===== config.mk =====
export PLATFORM = sky130hd
export DESIGN_NAME = mult_div_unit
export DESIGN_NICKNAME = d
export VERILOG_FILES = /design/src/rtl/mult_div_unit.sv
export SDC_FILE = /design/constraint.sdc
export NUM_CORES = 1
export LEC_CHECK = 0
export ABC_AREA = 0
export CAP_MARGIN = 20
export CORE_AREA = 5 5 186 188
export CTS_CLUSTER_SIZE = 8
export DETAILED_ROUTE_END_ITERATION = 8
export DIE_AREA = 0 0 191 193
export GPL_TIMING_DRIVEN = 1
export PLACE_DENSITY = 0.7
export REMOVE_ABC_BUFFERS = 1
export SKIP_LAST_GASP = 1
export SLEW_MARGIN = 20
export SYNTH_ARGS = -nofsm -noshare
export SYNTH_HDL_FRONTEND = slang
export SYNTH_SLANG_ARGS = --single-unit

===== constraint.sdc =====
create_clock -name clk -period 12.3 [get_ports clk]
set_clock_uncertainty 0.2 [all_clocks]
set_input_delay 2.46 -clock clk [delete_from_list [all_inputs] [get_ports clk]]
set_output_delay 2.46 -clock clk [all_outputs]
set_load 0.01 [all_outputs]

===== src/rtl/mult_div_unit.sv =====
// Multicycle signed multiply (radix-2 Booth) / divide (restoring on magnitudes)
// unit feeding the Hi/Lo registers; one step per clock, one-cycle done pulse.
module mult_div_unit #(
  parameter int DATA_W = 32
) (
  input  logic              clk,
  input  logic              reset,
  input  logic              start_mult,
  input  logic              start_div,
  input  logic [DATA_W-1:0] a,
  input  logic [DATA_W-1:0] b,
  output logic [DATA_W-1:0] hi_out,
  output logic [DATA_W-1:0] lo_out,
  output logic              busy,
  output logic              done,
  output logic              div0
);

  localparam int CW = $clog2(DATA_W);
  localparam logic [CW-1:0] LAST_STEP = CW'(DATA_W - 1);

  typedef enum logic [1:0] {IDLE, MULT, DIV, FIN} state_t;

  state_t            state;
  logic [DATA_W-1:0] acc_hi;   // Booth P_hi / divide remainder R
  logic [DATA_W-1:0] acc_lo;   // Booth P_lo / divide quotient Q
  logic [DATA_W-1:0] opnd;     // b for multiply, |b| for divide
  logic              q_m1;
  logic              sign_a;
  logic              sign_b;
  logic [CW-1:0]     cnt;

  logic [DATA_W-1:0] abs_a;
  logic [DATA_W-1:0] abs_b;
  logic              last;

  assign abs_a = a[DATA_W-1] ? -a : a;
  assign abs_b = b[DATA_W-1] ? -b : b;
  assign last  = (cnt == LAST_STEP);

  // Booth step: the extra adder bit keeps the true sign when b = most-negative.
  logic [DATA_W:0]   booth_sum;
  logic [DATA_W-1:0] booth_hi;
  logic [DATA_W-1:0] booth_lo;

  always_comb begin
    booth_sum = {acc_hi[DATA_W-1], acc_hi};
    case ({acc_lo[0], q_m1})
      2'b01:   booth_sum = {acc_hi[DATA_W-1], acc_hi} + {opnd[DATA_W-1], opnd};
      2'b10:   booth_sum = {acc_hi[DATA_W-1], acc_hi} - {opnd[DATA_W-1], opnd};
      default: booth_sum = {acc_hi[DATA_W-1], acc_hi};
    endcase
    booth_hi = booth_sum[DATA_W:1];
    booth_lo = {booth_sum[0], acc_lo[DATA_W-1:1]};
  end

  // Restoring step on magnitudes; |b| can be 2^(DATA_W-1) so the trial is one bit wider.
  logic [DATA_W:0]   rem_sh;
  logic [DATA_W:0]   trial;
  logic [DATA_W-1:0] div_r;
  logic [DATA_W-1:0] div_q;
  logic [DATA_W-1:0] quo_fix;
  logic [DATA_W-1:0] rem_fix;

  always_comb begin
    rem_sh = {acc_hi, acc_lo[DATA_W-1]};
    trial  = rem_sh - {1'b0, opnd};
    if (!trial[DATA_W]) begin
      div_r = trial[DATA_W-1:0];
      div_q = {acc_lo[DATA_W-2:0], 1'b1};
    end else begin
      div_r = rem_sh[DATA_W-1:0];
      div_q = {acc_lo[DATA_W-2:0], 1'b0};
    end
    quo_fix = (sign_a ^ sign_b) ? -div_q : div_q;
    rem_fix = sign_a ? -div_r : div_r;
  end

  always_ff @(posedge clk or negedge reset) begin
    if (!reset) begin
      state  <= IDLE;
      acc_hi <= '0;
      acc_lo <= '0;
      opnd   <= '0;
      q_m1   <= 1'b0;
      sign_a <= 1'b0;
      sign_b <= 1'b0;
      cnt    <= '0;
      hi_out <= '0;
      lo_out <= '0;
      busy   <= 1'b0;
      done   <= 1'b0;
      div0   <= 1'b0;
    end else begin
      case (state)
        IDLE: begin
          done <= 1'b0;
          if (start_mult) begin
            acc_hi <= '0;
            acc_lo <= a;
            q_m1   <= 1'b0;
            opnd   <= b;
            cnt    <= '0;
            busy   <= 1'b1;
            div0   <= 1'b0;
            state  <= MULT;
          end else if (start_div) begin
            if (b == '0) begin
              div0  <= 1'b1;
              done  <= 1'b1;
              state <= FIN;
            end else begin
              acc_hi <= '0;
              acc_lo <= abs_a;
              opnd   <= abs_b;
              sign_a <= a[DATA_W-1];
              sign_b <= b[DATA_W-1];
              cnt    <= '0;
              busy   <= 1'b1;
              div0   <= 1'b0;
              state  <= DIV;
            end
          end
        end
        MULT: begin
          acc_hi <= booth_hi;
          acc_lo <= booth_lo;
          q_m1   <= acc_lo[0];
          cnt    <= cnt + 1'b1;
          if (last) begin
            hi_out <= booth_hi;
            lo_out <= booth_lo;
            busy   <= 1'b0;
            done   <= 1'b1;
            state  <= FIN;
          end
        end
        DIV: begin
          acc_hi <= div_r;
          acc_lo <= div_q;
          cnt    <= cnt + 1'b1;
          if (last) begin
            hi_out <= rem_fix;
            lo_out <= quo_fix;
            busy   <= 1'b0;
            done   <= 1'b1;
            state  <= FIN;
          end
        end
        FIN: begin
          done  <= 1'b0;
          state <= IDLE;
        end
        default: state <= IDLE;
      endcase
    end
  end

endmodule

==> results of run 1 <==
-- metrics by stage --
step | instances | cell area (um^2) | power (uW) | hold WS, ps
after floorplan | 1979 | 15500 | 3690 | 256
after global placement | 2583 | 17700 | 4730 | 261
after detailed placement | 2583 | 17700 | 4780 | 266
after CTS | 2615 | 18200 | 5360 | 283
after global routing | 2616 | 18300 | 5870 | 320
final | 2616 | 18300 | 5460 | 278
-- worst max-delay path, cell delays in order --
cell,delay (ps)
clkdlybuf4s50_1,470
or4_1,590
nor4_1,410
nand2_1,140
nor3_1,340
and3_1,430
a21oi_1,210
o21ai_4,190
buf_4,570
o21ai_2,130
nand2_1,480
o21ai_0,200
-- worst min path at each step --
stage / to / depth (start not counted)
after floorplan: cnt[4] / 2
after global placement: hi_out[13] / 1
after detailed placement: hi_out[13] / 1
after CTS: hi_out[13] / 1
after global routing: hi_out[13] / 1
final: hi_out[13] / 1
-- layout by cell type (no fill, tap or decap), types with 51 or more instances in the layout --
master           count
xor2_1              65
inv_1               82
nand2_1            241
dfrtp_1            173
a21oi_1            187
xnor2_1            115
a31oi_1             51
nor2_1             195
o21ai_0            188
clkdlybuf4s50_1    133
nor3_1              54
ha_1                73
-- registers in the layout (all words and copies together), names as in the netlist, 2 cells and up --
register	flops
acc_hi	32
state	2
lo_out	32
hi_out	32
cnt	5
opnd	32
acc_lo	32
-- routing by layer --
metal  global-route usage [%]  vias up
met5                        0        -
met3                     3.82      104
met4                     9.70        0
met1                     41.1     7837
li1                         -     7784
met2                     46.1      719
-- power groups by stage --
stage | registers [uW] | clock network (uW) | logic, uW
2_1_floorplan | 891 | 0 | 2800
5_1_grt | 976 | 579 | 4310
3_5_place_dp | 954 | 0 | 3830
3_3_place_gp | 952 | 0 | 3780
6_report | 954 | 548 | 3960
4_1_cts | 947 | 555 | 3860
-- logic make-up (layout without fill, tap and decap cells) --
family                     Yosys count  after routing  share of synthesized area (%)
AOI/OAI and AO/OA                  730            730                           29.0
and+or+nand+nor                    684            684                           19.7
buffers and inverters              212            276                           5.22
xor gates and xnor gates           180            180                           9.82
DFF                                173            173                           27.0
adders and majority gates           78             78                           6.17
muxes                               47             47                           3.12
-- synth_stat cells, types with 13 or more instances --
master,number
a211o_1,15
dfrtp_1,173
a211oi_1,18
mux2i_1,32
a21oi_1,187
clkbuf_1,95
nor4_1,22
o22ai_1,22
a21o_1,29
nand2b_1,17
mux2_2,14
ha_1,76
nor3_1,54
and3_1,17
xor2_1,65
a22oi_1,23
nor2b_1,14
a31oi_1,51
nand3_1,39
o31ai_1,42
nor2_1,196
o211ai_1,15
nand2_1,241
o21ai_0,188
xnor2_1,115
inv_1,82
a221oi_1,27
buf_2,15
nand4_1,13
-- layout make-up --
cell class | count | area share (%)
clock buffer | 18 | 2.40
sequential | 173 | 23.7
tap | 448 | 3.07
inverter | 87 | 1.79
multi-input combinational | 1719 | 59.9
timing repair buffer | 157 | 8.42
clock inverter | 14 | 0.699
==> impl_summary.log, run 1 <==
[metrics] result of the run: completed
[metrics] Tightest Pin Transition: 1200 ps
[metrics] pin count of the biggest net entering global routing: 95
[metrics] top routing layer in use: met4
[metrics] Tot GR Track Use: 29.0%
[metrics] element type at the critical path end: flip-flop
[metrics] Antenna Cells: 0
[metrics] library cell occupying the most area in the post-synthesis netlist: dfrtp_1
[metrics] Pleak: 0.00766 uW
[metrics] final core utilization: 55.4%
[metrics] setup ws final: 5780 ps
[metrics] wire length on met1: 24600 um
[metrics] final net count: 2301
[metrics] mean area per synthesized cell: 7.63 um^2
[metrics] width of the chip: 191 um
[metrics] Die Ht: 193 um
[metrics] final weighted congestion in routability-driven placement: 0.941
[metrics] Core Area: 32900 um^2
[metrics] cell area after technology mapping: 16000 um^2
[metrics] clock tree from TritonCTS: done
[metrics] launch point of the worst hold path: hi_out[13]
[metrics] power dissipated by switching net loads: 3030 uW
[metrics] Worst Hold Class: reg -> reg
[metrics] cts-stage hold buffer count: 0
[metrics] remaining design rule violation count: 0
[metrics] vias in the first global route: 15602
[metrics] standard-cell row count: 67
[metrics] Internal: 2440 uW
[metrics] clock tree buffer depth: 2
[metrics] sequential fraction of design power: 17.5%
[metrics] proportion of layout cells with a drive suffix above 1: 5.21%
[metrics] share of Yosys cell area claimed by the top area cell type: 27.0%
[metrics] area grow syn2layout: 13.8%
[metrics] CP startpoint: b[14]
[metrics] clock-pin slew on the worst setup and hold paths: 80 ps
[metrics] Final ANT Viol Nets: 0
[metrics] Worst R2R Setup Slack: 6240 ps
[metrics] total length of routed met3 wires: 3850 um
[metrics] minimum setup slack after placement: 5100 ps
[metrics] number of warnings reported in the yosys synthesis log: 0
[metrics] Power per Cell Area: 299 nW/um^2
[metrics] number of clock sinks: 173
[metrics] detailed-routed wire length on met2: 24100 um
[metrics] Yosys cell types: 94
[metrics] buffers inserted by post-CTS timing repair: 0
[metrics] Via density: 6.29
[metrics] Syn Inst Count: 2104
[metrics] arrival time of the worst setup path: 6640 ps
[metrics] fraction of the yosys area taken by sequential cells: 27.0%
[metrics] Max Fanout on Critical Path: 67
[metrics] minimum period implied by the final worst setup slack: 6520 ps
[metrics] worst r2r path cells: 19
[metrics] starting density of the core: 48.7%
[metrics] share of total power in the clock network: 10.0%
[metrics] Critical Path Start Type: primary input
[metrics] largest cells by area after synthesis: dfrtp_1 27%, xnor2_1 6.3%, ha_1 5.9%
[metrics] post-synthesis register bit count: 173
[metrics] HPWL Detailed: 39600 um
[metrics] final count of negative-setup-slack endpoints: 0
[metrics] top_reg_cell synth: dfrtp_1
[metrics] total negative setup slack: 0 ps
[metrics] Comb power frac: 72.5%
[metrics] number of buffer cells added on primary ports: 134
[metrics] multi-input logic area: 10900 um^2
[metrics] first-pass GRT wire length: 85300 um
[metrics] clock network latency to the later pin of the worst-skew pair: 460 ps
[metrics] Max-slew headroom: 20.0%
[metrics] number of antenna violations at the first check in global routing: 0
[metrics] number of max-cap violations: 0
[metrics] Post-Route WL: 54200 um
[metrics] die outline area: 36900 um^2
[metrics] EDFF count, synth: 0
[metrics] detailed router's first-iteration violation count: 1570
[metrics] Worst EP required: 12420 ps
[metrics] DRT Pass-1 Iters: 7
[metrics] Max Slew Vio Count: 0
[metrics] Worst setup endpoint: acc_hi[18]
[metrics] average routed wire per standard cell: 20.7 um
[metrics] CTS H-Tree Depth: 4
[metrics] achievable frequency: 153 MHz
[metrics] period utilization: 53.0%
[metrics] number of clock buffers inserted by TritonCTS: 17
[metrics] Hold Fails Final Rpt: 0
[metrics] clock root cell: clkbuf_16
[metrics] maximum ir drop on the vdd rail: 0.000170 V
[metrics] ys async rst share: 100%
[metrics] Top Ports: 135
[metrics] Fillers: 3179
[metrics] sw frac: 55.4%
[metrics] flip-flop and latch area: 4330 um^2
[metrics] total gr overflow: 0
[metrics] critical register-to-register path startpoint: acc_lo[31]
[metrics] worst reg2reg path endpoint: hi_out[26]
[metrics] number of resized instances in the post-cts repair step: 0
[metrics] class of the most critical setup path: in -> reg
[metrics] via count: 16444
[metrics] unrepaired setup endpoints after global routing: false
Note: power is estimated with default switching activity, not from simulation.
==> inputs of run 2 (changes only) <==
==> constraint.sdc (replaced) <==
create_clock -name clk -period 6.4 [get_ports clk]
set_clock_uncertainty 0.2 [all_clocks]
set_input_delay 1.28 -clock clk [delete_from_list [all_inputs] [get_ports clk]]
set_output_delay 1.28 -clock clk [all_outputs]
set_load 0.01 [all_outputs]
==> impl_summary.log, run 2 (same netlist as run 1, synthesis figures left out) <==
[metrics] Max-slew headroom: 31.0% (+11 points)
[metrics] clock-pin slew on the worst setup and hold paths: 80 ps (about the same)
[metrics] Hold Fails Final Rpt: 0 (unchanged)
[metrics] proportion of layout cells with a drive suffix above 1: 5.25% (+0.041 points)
[metrics] remaining design rule violation count: 0 (unchanged)
[metrics] most used cells in the layout excluding fill and tap cells: 241 x nand2_1, 195 x nor2_1, 188 x o21ai_0
[metrics] Max Fanout on Critical Path: 11 (-84%)
[metrics] maximum ir drop on the vdd rail: 0.000336 V (+97%)
[metrics] via count: 16479 (+0.21%)
[metrics] number of buffer cells added on primary ports: 134 (unchanged)
[metrics] area grow syn2layout: 13.9% (about the same)
[metrics] Max Slew Vio Count: 0 (unchanged)
[metrics] total negative setup slack: 0 ps (unchanged)
[metrics] number of clock buffers inserted by TritonCTS: 17 (unchanged)
[metrics] series of cell instances along the critical path: inv_1 -> ha_1 -> fa_1 -> nand2b_1 -> a211o_1 -> a211o_1 -> a21oi_2 -> o21a_2 -> nor2_4 -> inv_2 -> nor2_1 -> a21oi_1 -> ha_1 -> o21ai_1 -> or3b_1 -> nor3b_1 -> mux2_2 -> o221ai_1
[metrics] Tot GR Track Use: 29.7% (+0.68 points)
[metrics] clock network latency to the later pin of the worst-skew pair: 450 ps (about the same)
[metrics] standard-cell row count: 67 (unchanged)
[metrics] Post-Route WL: 55300 um (+2.0%)
[metrics] element type at the critical path end: flip-flop
[metrics] clock tree buffer depth: 2 (unchanged)
[metrics] HPWL Detailed: 40500 um (+2.4%)
[metrics] final net count: 2304 (+0.13%)
[metrics] worst r2r path cells: 18 (-1)
[metrics] largest incremental delay on the critical path: 560 ps (-30 ps)
[metrics] Critical Path Start Type: flip-flop
[metrics] final core utilization: 55.5% (about the same)
[metrics] CTS H-Tree Depth: 4 (unchanged)
[metrics] number of clock sinks: 173 (unchanged)
[metrics] DRT Pass-1 Iters: 6 (-1)
[metrics] average routed wire per standard cell: 21.1 um (+1.9%)
[metrics] clock root cell: clkbuf_16
[metrics] Power per Cell Area: 580 nW/um^2 (+94%)
[metrics] period utilization: 83.0%
[metrics] unrepaired setup endpoints after global routing: false
[metrics] Worst Hold Class: reg -> reg
[metrics] number of antenna violations at the first check in global routing: 0 (unchanged)
[metrics] clock tree from TritonCTS: done
[metrics] Top Ports: 135 (unchanged)
[metrics] Pleak: 0.00766 uW (about the same)
[metrics] total gr overflow: 0 (unchanged)
[metrics] Fillers: 3085 (-3.0%)
[metrics] buffers inserted by post-CTS timing repair: 0 (unchanged)
[metrics] first-pass GRT wire length: 86900 um (+1.8%)
[metrics] Worst EP required: 6550 ps (-5870 ps)
[metrics] detailed router's first-iteration violation count: 1868 (+19%)
[metrics] most common cell after layout, fill and taps aside: nand2_1
[metrics] number of resized instances in the post-cts repair step: 0 (unchanged)
[metrics] achievable frequency: 188 MHz
[metrics] result of the run: completed
[metrics] Final ANT Viol Nets: 0 (unchanged)
[metrics] library cell contributing the largest single delay on the critical path: or3b_1
[metrics] width of the chip: 191 um (unchanged)
[metrics] minimum period implied by the final worst setup slack: 5310 ps
[metrics] final count of negative-setup-slack endpoints: 0 (unchanged)
[metrics] pin count of the biggest net entering global routing: 94 (-1.1%)
[metrics] Antenna Cells: 0 (unchanged)
[metrics] class of the most critical setup path: reg -> reg
[metrics] Placement Cell Area: 17700 um^2 (+0.17%)
[metrics] vias in the first global route: 15839 (+1.5%)
[metrics] number of instances on the worst hold path: 2 (+1)
[metrics] number of max-cap violations: 0 (unchanged)
[metrics] arrival time of the worst setup path: 5470 ps (-1170 ps)
[metrics] die outline area: 36900 um^2 (unchanged)
[metrics] Power Total: 10600 uW (+94%)
[metrics] starting density of the core: 48.7% (unchanged)
[metrics] Die Ht: 193 um (unchanged)
[metrics] Via density: 6.29 (+0.14%)
[metrics] final weighted congestion in routability-driven placement: 1.01 (+6.8%)
[metrics] cts-stage hold buffer count: 0 (unchanged)
[metrics] Tightest Pin Transition: 1030 ps (-171 ps)
[metrics] design area: 18300 um^2 (about the same)
[metrics] Core Area: 32900 um^2 (unchanged)
## run 2: cell types whose count changed in the layout (fill, tap and decap cells not counted), sizes merged
| cell | before | now |
|---|---|---|
| clkinvlp | 2 | 4 |
| clkbuf | 18 | 19 |
| buf | 24 | 27 |
| clkinv | 8 | 3 |
| bufinv | 0 | 1 |
## run 2: report_power, final
group / internal (uW) / switching (uW) / total (uW)
Sequential: 1390 / 443 / 1840
Combinational: 2760 / 4940 / 7700
Clock: 556 / 509 / 1070
## run 2: final cells by class
type                    instances  area, um^2  area share [%]
multi-input cells            1719       10900            59.9
flip-flops and latches        173        4330            23.7
repair buffers                160        1540            8.42
well taps                     448         561            3.07
clock buffers                  19         443            2.42
inverters                      87         327            1.79
clock inverters                12         129           0.705
## run 2: path summary, 6_finish.rpt
check	start	slack [ps]	end
max	acc_lo[31]	1090	hi_out[26]
min	lo_out[25]	280	lo_out[25]
max reg2reg	acc_lo[31]	1090	hi_out[26]
min reg2reg	lo_out[25]	280	lo_out[25]
max in group asynchronous	reset	4120	lo_out[16]
min in group asynchronous	reset	710	lo_out[26]
## run 2: metrics by stage
stage | hold WS (ps) | worst slack (ps) | instances
floorplan | 256 | -1170 | 1979
global placement | 265 | 1180 | 2587
detailed placement | 269 | 1080 | 2587
CTS | 287 | 1180 | 2618
global route | 304 | 835 | 2618
finish | 285 | 1090 | 2618
## run 2: layer usage
layer  global-route usage [%]  vias to the layer above  wire, um
met5                        0                        -         0
met4                     11.9                        0      1930
met3                     4.56                      113      4180
met2                     46.8                      729     24700
met1                     41.2                     7861     24500
li1                         -                     7776         -
## run 2: critical path: cells and delay by family, from the launching register on
kind                     cells  cell delay (ps)
multiplexers                 1              350
AO/OA/AOI/OAI                7             1810
AND/OR/NAND/NOR              5             1180
adder cells (fa/ha/maj)      3              890
buffers and inverters        2              290
flip-flops                   1              470
==> inputs of run 3 (changes only) <==
--- a/config.mk
+++ b/config.mk
@@ -12,7 +12,7 @@
 export DETAILED_ROUTE_END_ITERATION = 8
 export DIE_AREA = 0 0 191 193
 export GPL_TIMING_DRIVEN = 1
-export PLACE_DENSITY = 0.7
+export PLACE_DENSITY = 0.72
 export REMOVE_ABC_BUFFERS = 1
 export SKIP_LAST_GASP = 1
 export SLEW_MARGIN = 20
==> constraint.sdc (replaced) <==
create_clock -name clk -period 4.34 [get_ports clk]
set_clock_uncertainty 0.2 [all_clocks]
set_input_delay 0.868 -clock clk [delete_from_list [all_inputs] [get_ports clk]]
set_output_delay 0.868 -clock clk [all_outputs]
set_load 0.01 [all_outputs]
==> impl_summary.log, run 3 (same netlist as run 1, synthesis figures left out) <==
[metrics] Fillers: 2924 (-5.2%)
[metrics] vias in the first global route: 16811 (+6.1%)
[metrics] Via density: 6.23 (-1.0%)
[metrics] number of buffer cells added on primary ports: 134 (unchanged)
[metrics] number of max-cap violations: 0 (unchanged)
[metrics] cts-stage hold buffer count: 0 (unchanged)
[metrics] failing checks: negative setup slack
[metrics] clock network latency to the later pin of the worst-skew pair: 460 ps (about the same)
[metrics] Max Slew Vio Count: 0 (unchanged)
[metrics] clock tree from TritonCTS: done
[metrics] most used cells in the layout excluding fill and tap cells: 236 x nand2_1, 231 x buf_4, 192 x nor2_1
[metrics] area grow syn2layout: 28.8%
[metrics] Top Ports: 135 (unchanged)
[metrics] DRT Pass-1 Iters: 6 (unchanged)
[metrics] pin count of the biggest net entering global routing: 82 (-13%)
[metrics] final core utilization: 62.7% (+7.3 points)
[metrics] largest incremental delay on the critical path: 440 ps (-120 ps)
[metrics] width of the chip: 191 um (unchanged)
[metrics] Max-slew headroom: 46.5% (+16 points)
[metrics] first-pass GRT wire length: 91500 um (+5.3%)
[metrics] arrival time of the worst setup path: 4520 ps (-950 ps)
[metrics] number of instances in the placed design: 2795 (+8.0%)
[metrics] average routed wire per standard cell: 20.9 um (-0.87%)
[metrics] number of clock sinks: 173 (unchanged)
[metrics] Die Ht: 193 um (unchanged)
[metrics] Max Fanout on Critical Path: 7 (-4)
[metrics] Tot GR Track Use: 31.2% (+1.5 points)
[metrics] Post-Route WL: 59500 um (+7.6%)
[metrics] detailed router's first-iteration violation count: 1956 (+4.7%)
[metrics] Pleak: 0.00895 uW (+17%)
[metrics] buffering stage count on the worst path with inverters included: 2 (unchanged)
[metrics] die outline area: 36900 um^2 (unchanged)
[metrics] non-filler instance count after layout: 2841 (+8.5%)
[metrics] library cell contributing the largest single delay on the critical path: or3b_4
[metrics] final weighted congestion in routability-driven placement: 1.02 (+1.7%)
[metrics] clock-pin slew on the worst setup and hold paths: 70 ps (about the same)
[metrics] number of clock buffers inserted by TritonCTS: 17 (unchanged)
[metrics] clock root cell: clkbuf_16
[metrics] unrepaired setup endpoints after global routing: true
[metrics] class of the most critical setup path: reg -> reg
[metrics] Final ANT Viol Nets: 0 (unchanged)
[metrics] period utilization: 101% (+18 points)
[metrics] most common cell after layout, fill and taps aside: nand2_1
[metrics] Tightest Pin Transition: 802 ps (-224 ps)
[metrics] element type at the critical path end: flip-flop
[metrics] Antenna Cells: 0 (unchanged)
[metrics] number of antenna violations at the first check in global routing: 0 (unchanged)
[metrics] Hold Fails Final Rpt: 0 (unchanged)
[metrics] most prevalent standard cell on the critical path: a211o_1
[metrics] via count: 17701 (+7.4%)
[metrics] minimum period implied by the final worst setup slack: 4360 ps (-948 ps)
[metrics] CTS H-Tree Depth: 4 (unchanged)
[metrics] setup ws final: -23.6 ps (-1110 ps)
[metrics] starting density of the core: 48.7% (unchanged)
[metrics] Worst EP required: 4500 ps (-2050 ps)
[metrics] Power per Cell Area: 890 nW/um^2 (+53%)
[metrics] clock tree buffer depth: 2 (unchanged)
[metrics] standard-cell row count: 67 (unchanged)
[metrics] Core Area: 32900 um^2 (unchanged)
[metrics] maximum ir drop on the vdd rail: 0.000485 V (+44%)
[metrics] gate family responsible for the most delay along the worst path: compound AO/OA/AOI/OAI gates
[metrics] Worst Hold Class: in -> async
[metrics] HPWL Detailed: 44300 um (+9.3%)
[metrics] remaining design rule violation count: 0 (unchanged)
[metrics] achievable frequency: 229 MHz (+22%)
[metrics] result of the run: finished with violations
[metrics] final net count: 2526 (+9.6%)
[metrics] total gr overflow: 0 (unchanged)
[metrics] Critical Path Start Type: flip-flop
[metrics] final count of negative-setup-slack endpoints: 2 (+2)
[metrics] series of cell instances along the critical path: buf_6 -> ha_4 -> fa_2 -> nand2b_4 -> a211o_1 -> a211o_1 -> a21oi_4 -> o21a_2 -> nor2_4 -> inv_4 -> nor2_2 -> a21oi_2 -> ha_2 -> o21ai_2 -> or3b_4 -> nor3b_2 -> mux2_4 -> o221ai_2
[metrics] proportion of layout cells with a drive suffix above 1: 17.6% (+12 points)
## run 3: layout make-up
class / count / area [um^2] / share of cell area, %
Sequential cell: 173 / 4330 / 21.0
Timing Repair Buffer: 382 / 3370 / 16.3
Clock buffer: 18 / 429 / 2.08
Multi-Input combinational cell: 1719 / 11500 / 55.7
Clock inverter: 14 / 133 / 0.642
Tap cell: 448 / 561 / 2.71
Inverter: 87 / 329 / 1.59
## run 3: final timing paths
path	from	endpoint	slack, ps	cells past startpoint
setup / recovery	opnd[0]	hi_out[26]	-20	18
min in group clk	hi_out[13]	hi_out[13]	280	1
hold reg to reg	hi_out[13]	hi_out[13]	280	1
hold / removal	reset	lo_out[24]	270	1
setup reg to reg	opnd[0]	hi_out[26]	-20	18
max in group asynchronous	reset	hi_out[23]	2740	2
## run 3: report_power, final
group | switching (uW) | leakage [uW] | internal (uW) | total (uW)
Sequential | 538 | 0.00221 | 2060 | 2590
Clock | 750 | 0.000280 | 801 | 1550
Combinational | 8310 | 0.00646 | 5930 | 14200
## run 3: repair_timing
| action | in CTS | in global routing |
|---|---|---|
| setup buffers | 1 | 13 |
| pin swaps | 4 | 54 |
| gates resized for setup | 25 | 113 |
| gates cloned | 1 | 0 |
| endpoints found under the setup margin | 28 | 40 |
## run 3: metal layers
| metal | GRT usage (%) | share of wire [%] | up-vias | wire [um] |
|---|---|---|---|---|
| li1 | - | - | 8234 | - |
| met3 | 4.43 | 8.8 | 135 | 5220 |
| met1 | 43.5 | 42 | 8401 | 25100 |
| met2 | 50.1 | 45 | 931 | 27000 |
| met4 | 10.9 | 3.7 | 0 | 2200 |
| met5 | 0 | 0 | - | 0 |
## run 3: stage by stage
stage / instance area [um^2] / total power, uW / setup TNS (ps) / hold slack [ps] / setup slack, ps
floorplan: 15500 / 10500 / -239690 / 256 / -2820
global placement: 19400 / 15100 / -1600 / 260 / -157
detailed placement: 19400 / 15300 / -2970 / 267 / -229
CTS: 20100 / 17100 / 0 / 285 / 9.14
global route: 20700 / 19600 / -1480 / 314 / -195
finish: 20700 / 18400 / -32.4 / 273 / -23.6
